===== src/rtl/wb_pkg.sv =====
`default_nettype none
// ============================================================================
//  Module   : wb_pkg
//  Purpose  : Shared Wishbone constants and helpers: legal data-width range,
//             ack-latency bounds and the byte-lane count of a data bus.
//  Ports    : none (package)
//  Revision : 1.0 - initial release
// ============================================================================
package wb_pkg;

  localparam int c_wb_dw_min  = 8;
  localparam int c_wb_dw_max  = 64;
  localparam int c_wb_lat_min = 1;
  localparam int c_wb_lat_max = 4;

  // Number of byte lanes (select bits) on a DW-bit data bus.
  function automatic int wb_byte_lanes(input int dw);
    return dw / 8;
  endfunction

endpackage
`default_nettype wire


===== src/rtl/wb_byte_reg.sv =====
`default_nettype none
// ============================================================================
//  Module   : wb_byte_reg
//  Purpose  : One DW-bit register with per-byte write enables and a
//             parameterised reset value.
//  Ports    : i_clk      - clock
//             i_reset_n  - synchronous active-low reset (loads RST_VAL)
//             i_we       - write enable for this register
//             i_sel      - byte-lane enables, one per byte of i_wdata
//             i_wdata    - write data
//             o_q        - current register contents
//  Revision : 1.0 - initial release
// ============================================================================
module wb_byte_reg import wb_pkg::*; #(
  parameter int            DW      = 32,
  parameter logic [DW-1:0] RST_VAL = '0
) (
  input  logic                         i_clk,
  input  logic                         i_reset_n,
  input  logic                         i_we,
  input  logic [wb_byte_lanes(DW)-1:0] i_sel,
  input  logic [DW-1:0]                i_wdata,
  output logic [DW-1:0]                o_q
);

  localparam int c_lanes = wb_byte_lanes(DW);

  logic [DW-1:0] r_q;

  always_ff @(posedge i_clk) begin
    if (!i_reset_n) begin
      r_q <= RST_VAL;
    end else if (i_we) begin
      for (int b = 0; b < c_lanes; b++) begin
        if (i_sel[b]) begin
          r_q[b*8 +: 8] <= i_wdata[b*8 +: 8];
        end
      end
    end
  end

  assign o_q = r_q;

endmodule
`default_nettype wire


===== src/rtl/wb_regfile_slave.sv =====
`default_nettype none
// ============================================================================
//  Module   : wb_regfile_slave
//  Purpose  : Pipelined Wishbone slave exposing NREGS byte-writable
//             registers, with optional read-only registers, fixed ack
//             latency LAT and a flat view of all register contents.
//  Ports    : i_clk, i_reset_n         - clock, synchronous active-low reset
//             i_wb_cyc/stb/we/addr/sel - Wishbone request
//             i_wb_idata               - write data
//             o_wb_ack/err/stall       - Wishbone response / flow control
//             o_wb_odata               - read data (zero unless read ack)
//             o_regs                   - register n at [n*DW +: DW]
//             o_wr_strobe              - one-cycle pulse per register written
//  Config   : define WB_REGFILE_ERR_EN to complete out-of-range accesses
//             with o_wb_err; otherwise they complete with ack (reads give 0)
//             and o_wb_err is tied low.
//  Revision : 1.0 - initial release
// ============================================================================
module wb_regfile_slave import wb_pkg::*; #(
  parameter int                  DW      = 32,
  parameter int                  AW      = 4,
  parameter int                  NREGS   = 16,
  parameter int                  LAT     = 1,
  parameter logic [NREGS-1:0]    RO_MASK = '0,
  parameter logic [NREGS*DW-1:0] RST_VAL = '0
) (
  input  logic                         i_clk,
  input  logic                         i_reset_n,
  input  logic                         i_wb_cyc,
  input  logic                         i_wb_stb,
  input  logic                         i_wb_we,
  input  logic [AW-1:0]                i_wb_addr,
  input  logic [wb_byte_lanes(DW)-1:0] i_wb_sel,
  input  logic [DW-1:0]                i_wb_idata,
  output logic                         o_wb_ack,
  output logic                         o_wb_stall,
  output logic                         o_wb_err,
  output logic [DW-1:0]                o_wb_odata,
  output logic [NREGS*DW-1:0]          o_regs,
  output logic [NREGS-1:0]             o_wr_strobe
);

  // --------------------------------------------------------------------------
  // Elaboration-time parameter checks
  // --------------------------------------------------------------------------
  if (DW < c_wb_dw_min || DW > c_wb_dw_max || (DW % 8) != 0) begin : g_bad_dw
    $error("wb_regfile_slave: DW must be a multiple of 8 in 8..64");
  end
  if (LAT < c_wb_lat_min || LAT > c_wb_lat_max) begin : g_bad_lat
    $error("wb_regfile_slave: LAT must be in 1..4");
  end
  if (NREGS < 1 || NREGS > (1 << AW)) begin : g_bad_nregs
    $error("wb_regfile_slave: NREGS must be in 1..2**AW");
  end

  // --------------------------------------------------------------------------
  // Request acceptance
  // --------------------------------------------------------------------------
  logic             r_stall;
  logic             w_accept;
  logic             w_err_in;
  logic [NREGS-1:0] w_addr_hit;
  logic [DW-1:0]    w_rdata;

  // r_stall is set throughout reset, so it still reads 1 in the first cycle
  // after release; the combinational term covers the cycle reset first drops.
  always_ff @(posedge i_clk) begin
    if (!i_reset_n) r_stall <= 1'b1;
    else            r_stall <= 1'b0;
  end

  assign o_wb_stall = !i_reset_n || r_stall;
  assign w_accept   = i_wb_cyc && i_wb_stb && !o_wb_stall;

`ifdef WB_REGFILE_ERR_EN
  logic [AW:0] w_addr_ext;
  assign w_addr_ext = {1'b0, i_wb_addr};
  assign w_err_in   = (w_addr_ext >= (AW+1)'(NREGS));
`else
  assign w_err_in   = 1'b0;
`endif

  // --------------------------------------------------------------------------
  // Register array. An out-of-range address hits no register, so writes to
  // it are dropped and it raises no strobe.
  // --------------------------------------------------------------------------
  for (genvar n = 0; n < NREGS; n++) begin : g_regs
    logic w_reg_we;

    assign w_addr_hit[n] = (i_wb_addr == AW'(n));
    assign w_reg_we      = w_accept && i_wb_we && w_addr_hit[n] && !RO_MASK[n];

    wb_byte_reg #(
      .DW      (DW),
      .RST_VAL (RST_VAL[n*DW +: DW])
    ) u_reg (
      .i_clk     (i_clk),
      .i_reset_n (i_reset_n),
      .i_we      (w_reg_we),
      .i_sel     (i_wb_sel),
      .i_wdata   (i_wb_idata),
      .o_q       (o_regs[n*DW +: DW])
    );
  end

  // Read data is taken from the pre-edge register value; writes and
  // out-of-range reads carry zero down the pipeline.
  always_comb begin
    w_rdata = '0;
    if (w_accept && !i_wb_we) begin
      for (int n = 0; n < NREGS; n++) begin
        if (w_addr_hit[n]) begin
          w_rdata = o_regs[n*DW +: DW];
        end
      end
    end
  end

  logic [NREGS-1:0] r_wr_strobe;

  // Strobes fire for any accepted write to an implemented register, even
  // with sel=0 or a read-only target.
  always_ff @(posedge i_clk) begin
    if (!i_reset_n) begin
      r_wr_strobe <= '0;
    end else begin
      r_wr_strobe <= (w_accept && i_wb_we) ? w_addr_hit : '0;
    end
  end

  assign o_wr_strobe = r_wr_strobe;

  // --------------------------------------------------------------------------
  // Response pipeline: LAT stages of valid / error / data.
  // Dropping i_wb_cyc clears every stage so in-flight requests never answer.
  // --------------------------------------------------------------------------
  logic          r_pv [LAT];
  logic          r_pe [LAT];
  logic [DW-1:0] r_pd [LAT];

  always_ff @(posedge i_clk) begin
    if (!i_reset_n || !i_wb_cyc) begin
      for (int i = 0; i < LAT; i++) begin
        r_pv[i] <= 1'b0;
        r_pe[i] <= 1'b0;
        r_pd[i] <= '0;
      end
    end else begin
      r_pv[0] <= w_accept;
      r_pe[0] <= w_accept && w_err_in;
      r_pd[0] <= w_rdata;
      for (int i = 1; i < LAT; i++) begin
        r_pv[i] <= r_pv[i-1];
        r_pe[i] <= r_pe[i-1];
        r_pd[i] <= r_pd[i-1];
      end
    end
  end

  // Gating with i_wb_cyc and i_reset_n suppresses a response that is already
  // at the last stage in the very cycle the bus is abandoned or reset.
  logic w_resp_live;
  assign w_resp_live = r_pv[LAT-1] && i_wb_cyc && i_reset_n;

  assign o_wb_ack   = w_resp_live && !r_pe[LAT-1];
  assign o_wb_odata = o_wb_ack ? r_pd[LAT-1] : '0;

`ifdef WB_REGFILE_ERR_EN
  assign o_wb_err = w_resp_live && r_pe[LAT-1];
`else
  assign o_wb_err = 1'b0;
`endif

endmodule
`default_nettype wire


===== config.mk =====
export PLATFORM = sky130hd
export DESIGN_NAME = wb_regfile_slave
export DESIGN_NICKNAME = d
export VERILOG_FILES = /design/src/rtl/wb_pkg.sv /design/src/rtl/wb_byte_reg.sv /design/src/rtl/wb_regfile_slave.sv
export SDC_FILE = /design/constraint.sdc
export NUM_CORES = 1
export LEC_CHECK = 0
export BUFFER_PORTS_ARGS = -buffer_cell sky130_fd_sc_hd__buf_2
export CAP_MARGIN = 20
export CORE_AREA = 3 3 236 238
export DETAILED_ROUTE_END_ITERATION = 10
export DIE_AREA = 0 0 239 241
export HOLD_SLACK_MARGIN = 0.06
export PLACE_DENSITY = 0.71
export SLEW_MARGIN = 5
export SYNTH_ARGS = -nofsm -noshare
export SYNTH_HDL_FRONTEND = slang
export SYNTH_SLANG_ARGS = --single-unit

===== constraint.sdc =====
create_clock -name i_clk -period 4.34 [get_ports i_clk]
set_clock_uncertainty 0.1 [all_clocks]
set_input_delay 0.217 -clock i_clk [delete_from_list [all_inputs] [get_ports i_clk]]
set_output_delay 0.217 -clock i_clk [all_outputs]
set_load 0.01 [all_outputs]

Word level (Yosys, flattened, before mapping)
Memory sizes are Yosys's and may differ from the RTL's.
Index checks and enable logic that the tools add are counted.
{"block": "totals", "regBits": 529, "ram_bits": 33, "input_bits": 45, "out_inout_bits": 563, "elab_cells": 207, "mem_count": 2}
{"block": "op_classes", "eq_ne": 15, "mux": 26, "reduce_logical": 98}
{"memory": "r_pd", "words": 1, "width": 32, "read_ports": 1, "rd_clocked_by_memory_dff": 0, "write_ports": 1, "line_no": "wb_regfile_slave.sv:139", "rtl": "logic [DW-1:0] r_pd [LAT];"}
{"memory": "r_pv", "words": 1, "width": 1, "read_ports": 1, "rd_clocked_by_memory_dff": 0, "write_ports": 1, "line_no": "wb_regfile_slave.sv:137", "rtl": "logic r_pv [LAT];"}
{"op": "$mux W32", "count": 19}
{"op": "$reduce_and A2 Y1", "count": 65}
{"op": "$eq A4 B4 Y1 const B", "count": 8}
{"op": "$reduce_or A32 Y1", "count": 1}
{"op": "$logic_and A1 B1 Y1", "count": 23}
{"op": "$eq A4 B3 Y1 const B", "count": 4}
{"op": "$eq A4 B2 Y1 const B", "count": 2}
{"op": "$mux W1", "count": 7}
{"op": "$eq A4 B1 Y1 const B", "count": 1}
{"op": "$logic_not A1 Y1", "count": 4}
{"op": "$logic_not A4 Y1", "count": 1}
{"op": "$logic_or A1 B1 Y1", "count": 2}
{"op": "$logic_not A1 Y1 const A", "count": 1}
{"op": "$reduce_or A1 Y1", "count": 1}

Depth between registers and ports, before layout
{"block": "depth", "depth_word": 19, "mapped_depth": 10, "ltp_nobuf": 6}

By module
From an unflattened synthesis, not the netlist that was laid out.
{"block": "unflattened", "cells_unflattened": 3369, "area_unflattened_um2": 29435.7}
{"mod": "wb_byte_reg", "instances": 16, "cells_per_inst": 151, "area_each_um2": 1426.4, "seq_area_each_um2": 640.6}
{"mod": "wb_regfile_slave", "instances": 1, "cells_per_inst": 953, "area_each_um2": 6613.8, "seq_area_each_um2": 1001.0}

Least setup slack after synthesis
Ideal clock, no wire load.
{"block": "synth_path", "path_kind": "in2reg", "startpoint": "input i_wb_addr[0]", "endpoint": "memory r_pd[0][15]", "setup_ns": 0.130, "arrival_ns": 1.608, "t_required_ns": 4.110, "setup_slack_ns": 2.501, "path_stages": 6, "path_buffers": 2, "path_cell_list": "buf_6 > buf_8 > mux4_2 > mux4_2 > a21oi_1 > o22ai_1"}
{"block": "synth_between", "elab_chain_len": 19, "word_cells_on_any_way": 34, "cone_classes": "15 x eq/ne; 18 x mux; 1 x reduce/logical"}
{"element": "from (decl)", "line_no": "wb_regfile_slave.sv:32", "rtl": "input logic [AW-1:0] i_wb_addr,"}
{"element": "$logic_not A4 Y1", "line_no": "wb_regfile_slave.sv:90", "rtl": "assign w_addr_hit[n] = (i_wb_addr == AW'(n));"}
{"element": "$mux W32 (15 in a row)", "line_no": "wb_regfile_slave.sv:112", "rtl": "if (w_addr_hit[n]) begin"}
{"element": "$mux W32 *", "line_no": "wb_regfile_slave.sv:112"}
{"element": "$mux W32 *", "line_no": "wb_regfile_slave.sv:110", "rtl": "if (w_accept && !i_wb_we) begin"}
{"element": "$mux W32 (no line) *"}
{"element": "to (decl)", "line_no": "wb_regfile_slave.sv:139"}
Mark *: on every way between the ends. The rest lies on a longest branch, timed or not.

Worst setup path after layout
{"block": "layout_path", "startpoint": "register r_stall", "endpoint": "register g_regs[5].u_reg.r_q[23]"}
{"block": "layout_between", "elab_chain_len": 6}
{"element": "from (decl)", "line_no": "wb_regfile_slave.sv:59", "rtl": "logic r_stall;"}
{"element": "from (signal assigned)", "line_no": "wb_regfile_slave.sv:68", "rtl": "if (!i_reset_n) r_stall <= 1'b1;"}
{"element": "from (signal assigned)", "line_no": "wb_regfile_slave.sv:69", "rtl": "else r_stall <= 1'b0;"}
{"element": "$logic_or A1 B1 Y1", "line_no": "wb_regfile_slave.sv:72", "rtl": "assign o_wb_stall = !i_reset_n || r_stall;"}
{"element": "$logic_not A1 Y1", "line_no": "wb_regfile_slave.sv:73", "rtl": "assign w_accept = i_wb_cyc && i_wb_stb && !o_wb_stall;"}
{"element": "$logic_and A1 B1 Y1", "line_no": "wb_regfile_slave.sv:73"}
{"element": "$logic_and A1 B1 Y1 (2 in a row)", "line_no": "wb_regfile_slave.sv:91", "rtl": "assign w_reg_we = w_accept && i_wb_we && w_addr_hit[n] && !RO_MASK[n];"}
{"element": "$reduce_and A2 Y1 (no line)"}
{"element": "to (signal, indexed assignment)", "line_no": "wb_byte_reg.sv:36", "rtl": "r_q[b*8 +: 8] <= i_wdata[b*8 +: 8];"}
{"element": "to (decl)", "line_no": "wb_byte_reg.sv:28", "rtl": "logic [DW-1:0] r_q;"}
No other way between the ends.
A chain may end at the register's enable or synchronous reset.

==> results.rst <==
.. list-table::
   :header-rows: 1

   * - Metric
     - Value
   * - Number of fill cells
     - 5,078
   * - Number of buffers created by CTS
     - 59
   * - Clk slew on worst S/H paths
     - 0.06 ns
   * - TritonCTS clock tree
     - built
   * - Critical hold path startpoint
     - i_reset_n
   * - Setup CP Type
     - reg2reg
   * - Number of global-route vias before repair
     - 24,900
   * - Number of DRC violations after detailed-routing iteration 0
     - 4,420
   * - Capture instance of the worst register-to-register path
     - g_regs[5].u_reg.o_q[23]
   * - Via-to-Cell Ratio
     - 6.34
   * - Total negative slack for setup checks
     - 0 ns
   * - Met1 usage in global routing
     - 56.3%
   * - Hold/Removal Path Class
     - in2reg
   * - Area overhead of the layout relative to synthesis
     - 22.2%
   * - Initial antenna violation count
     - 3
   * - Busiest layer in global routing
     - met1
   * - Worst-path maximum fanout
     - 60
   * - Crit path largest cell delay
     - 0.78 ns
   * - Final net count
     - 3,724
   * - Clock Sink Count
     - 562
   * - Clk root buf
     - clkbuf_16
   * - Most common flop cell mapped by yosys
     - dfxtp_1
   * - Worst hold path endpoint
     - r_stall
   * - Cells after Synth
     - 3,220
   * - Overflow after GRT
     - 0
   * - First-pass GRT wire length
     - 172,000 um
   * - Die Y
     - 241 um
   * - Count of buffers from port buffering
     - 606
   * - GRT met2 Usage
     - 56.3%
   * - Result of the run
     - complete, no violations
   * - RSZ-0062 raised after global routing
     - no
   * - Number of enable flip-flop cells after synthesis
     - 0
   * - Worst path most repeated cell
     - nand2_1
   * - Yosys warning count
     - 0
   * - Max-cap violation count
     - 0
   * - Cell depth of the worst hold path
     - 2
   * - Library cell contributing the largest single delay on the critical path
     - and3_4
   * - Setup slack of the critical path after layout
     - 1.37 ns
   * - Dominant cell by count in the synthesized netlist
     - nand2_1
   * - Post-synthesis average cell area
     - 7.81 um2
   * - Clock latency of the later-clocked register in the worst-skew pair
     - 0.63 ns
   * - Startpoint of the worst-slack reg-to-reg timing path
     - r_stall
   * - Effective utilization at floorplan
     - 46.8%
   * - Internal reg-to-reg setup slack
     - 1.37 ns
   * - Maximum level of the CTS H-tree
     - 2
   * - Final std cell area, no fill
     - 30,800 um2
   * - Distinct cell type count of the synthesized netlist
     - 66
   * - Post-CTS setup buffers
     - 0
   * - Top-level I/O count
     - 608
   * - Startpoint of the worst setup timing path
     - r_stall
   * - Worst ir drop on vdd
     - 300 uV
   * - Largest net degree at the start of global routing
     - 141
   * - Hold buffer count at CTS
     - 36
   * - Iteration count of the initial detailed-routing pass
     - 6
   * - Total Routed Length
     - 120,000 um
   * - CP Buf/Inv Count
     - 1
   * - Startpoint type of the worst setup path
     - register
   * - Antenna-violating nets left
     - 0
   * - Routability congestion estimate
     - 0.986
   * - Die Footprint
     - 57,600 um2
   * - Fmax
     - 0.336 GHz
   * - Largest delay share family, worst path
     - simple AND/OR/NAND/NOR gates
   * - Cell type with the highest aggregate area in the netlist
     - dfxtp_1
   * - Die span in x
     - 239 um
   * - Async SR Flop Fraction
     - 0%
   * - Flip-flop and latch count after synthesis
     - 562
   * - Final Critical Period
     - 2.97 ns
   * - Tightest Pin Transition
     - 1.10 ns
   * - Number of pins exceeding their max-slew limit in the final report
     - 0
   * - Placement Cell Area
     - 28,300 um2
   * - Total track usage
     - 39.6%
   * - P per Cell Area
     - 372 nW/um2
   * - Number of setup violations in the final report
     - 0
   * - Sequential cell area fraction in the yosys report
     - 44.7%
   * - Category of the worst setup path capture point
     - register
   * - Post-detailed-placement half-perimeter wirelength
     - 84,600 um
   * - WL per Instance
     - 27.2 um
   * - Global-route met3 utilization
     - 9.76%
   * - Power Total
     - 0.0114 W
   * - Pleak
     - 12.1 nW
   * - Worst EP arrival
     - 3.35 ns
   * - # DRC
     - 0
   * - Synthesized area
     - 25,200 um2
   * - Final Hold Vio Count
     - 0
   * - Most used standard cells in the synthesized netlist
     - nand2_1, a21oi_1, dfxtp_1, nand3_1, clkbuf_1
   * - Largest cells by area after synthesis
     - dfxtp_1, a21oi_1, nand2_1
   * - Crit path cell chain
     - nand4b_1, inv_1, and3_4, nand2_1, nand2_1, a21oi_1
   * - Number of cells upsized or downsized after cts
     - 0
   * - Proportion of layout cells with a drive suffix above 1
     - 23.5%
   * - Area of the core region
     - 53,800 um2
   * - Number of buffers on the longest clock path
     - 3
   * - Post-route fraction of the period consumed by the critical path
     - 68.5%
   * - Synth top area share
     - 44.7%
   * - Number of nets in the synthesized netlist
     - 3,265
   * - Worst slack at placement
     - 1.23 ns
   * - Required time worst endpoint
     - 4.72 ns
   * - Worst R2R Path Depth
     - 6
   * - Total number of placement rows
     - 85
   * - Worst slew slack as a fraction of its limit
     - 26.9%
   * - Total via count after detailed routing
     - 28,000
==> metal layers <==
layer,wire (um),vias up
met4,6900,0
met1,47200,13300
met3,16500,379
li1,-,12100
met5,0,-
met2,49500,2241
==> stage by stage <==
| stage | cells | utilization [%] | hold WS (ns) |
|---|---|---|---|
| 6_report | 4423 | 57.2 | 0.0975 |
| 4_1_cts | 4422 | 57.2 | 0.0699 |
| 3_3_place_gp | 4278 | 52.6 | 0.351 |
| 2_1_floorplan | 3220 | - | 0.388 |
| 5_1_grt | 4423 | 57.2 | 0.130 |
| 3_5_place_dp | 4278 | 52.6 | 0.356 |
==> final cells by class <==
cell class                 instances  area [um2]  share of cell area, %
sequential                       562       11300                   36.6
antenna                            1        2.50                0.00814
inverter                          10        45.0                  0.146
tap                              696         871                   2.83
clock inverter                    18         245                  0.797
multi-input combinational       2333       12500                   40.5
timing repair buffer             713        4040                   13.1
clock buffer                      90        1850                   6.00
==> cell families (layout without fill, tap and decap cells) <==
group | after synthesis | after routing | synth area share, %
compound gates | 829 | 829 | 18.2
buf+inv | 325 | 831 | 5.97
simple gates | 1383 | 1383 | 24.1
other cells | 1 | 2 | 0.0149
flops | 562 | 562 | 44.7
mux | 120 | 120 | 7.01
==> state kept, by name, indices dropped and copies added, names as in the netlist <==
name	flops
g_regs.u_reg.o_q	512
o_wr_strobe	16
r_pd	32
r_pv	1
r_stall	1
==> report_power, final <==
part | switching (W) | internal, W | leakage, nW
combinational | 0.000598 | 0.000178 | 6.51
sequential | 0.00000419 | 0.00516 | 4.52
clock | 0.00223 | 0.00326 | 1.04
==> worst max path at each step <==
stage | end | slack (ns) | cells past startpoint
final | g_regs[5].u_reg.o_q[23] | 1.37 | 6
after global routing | g_regs[5].u_reg.o_q[23] | 1.21 | 6
after CTS | g_regs[5].u_reg.o_q[16] | 1.45 | 6
after detailed placement | r_pd[0][23] | 1.23 | 6
after global placement | r_pd[0][23] | 1.25 | 6
after floorplan | r_pd[0][15] | 2.50 | 6
==> layout by cell type, fill, tap and decap left out, types with 13 or more instances in the layout <==
master,instances
clkbuf_8,22
nand2_1,765
o22ai_1,33
dlygate4sd3_1,36
nor2_1,68
mux2i_1,49
a31oi_1,13
dfxtp_1,562
nor3_1,26
clkbuf_16,61
buf_2,603
mux2_2,28
buf_4,64
nand3_1,425
mux4_2,42
o21ai_0,66
o221ai_1,18
and2_1,36
o211ai_1,16
a21oi_1,604
a22oi_1,14
Note: power is estimated with default switching activity, not from simulation.
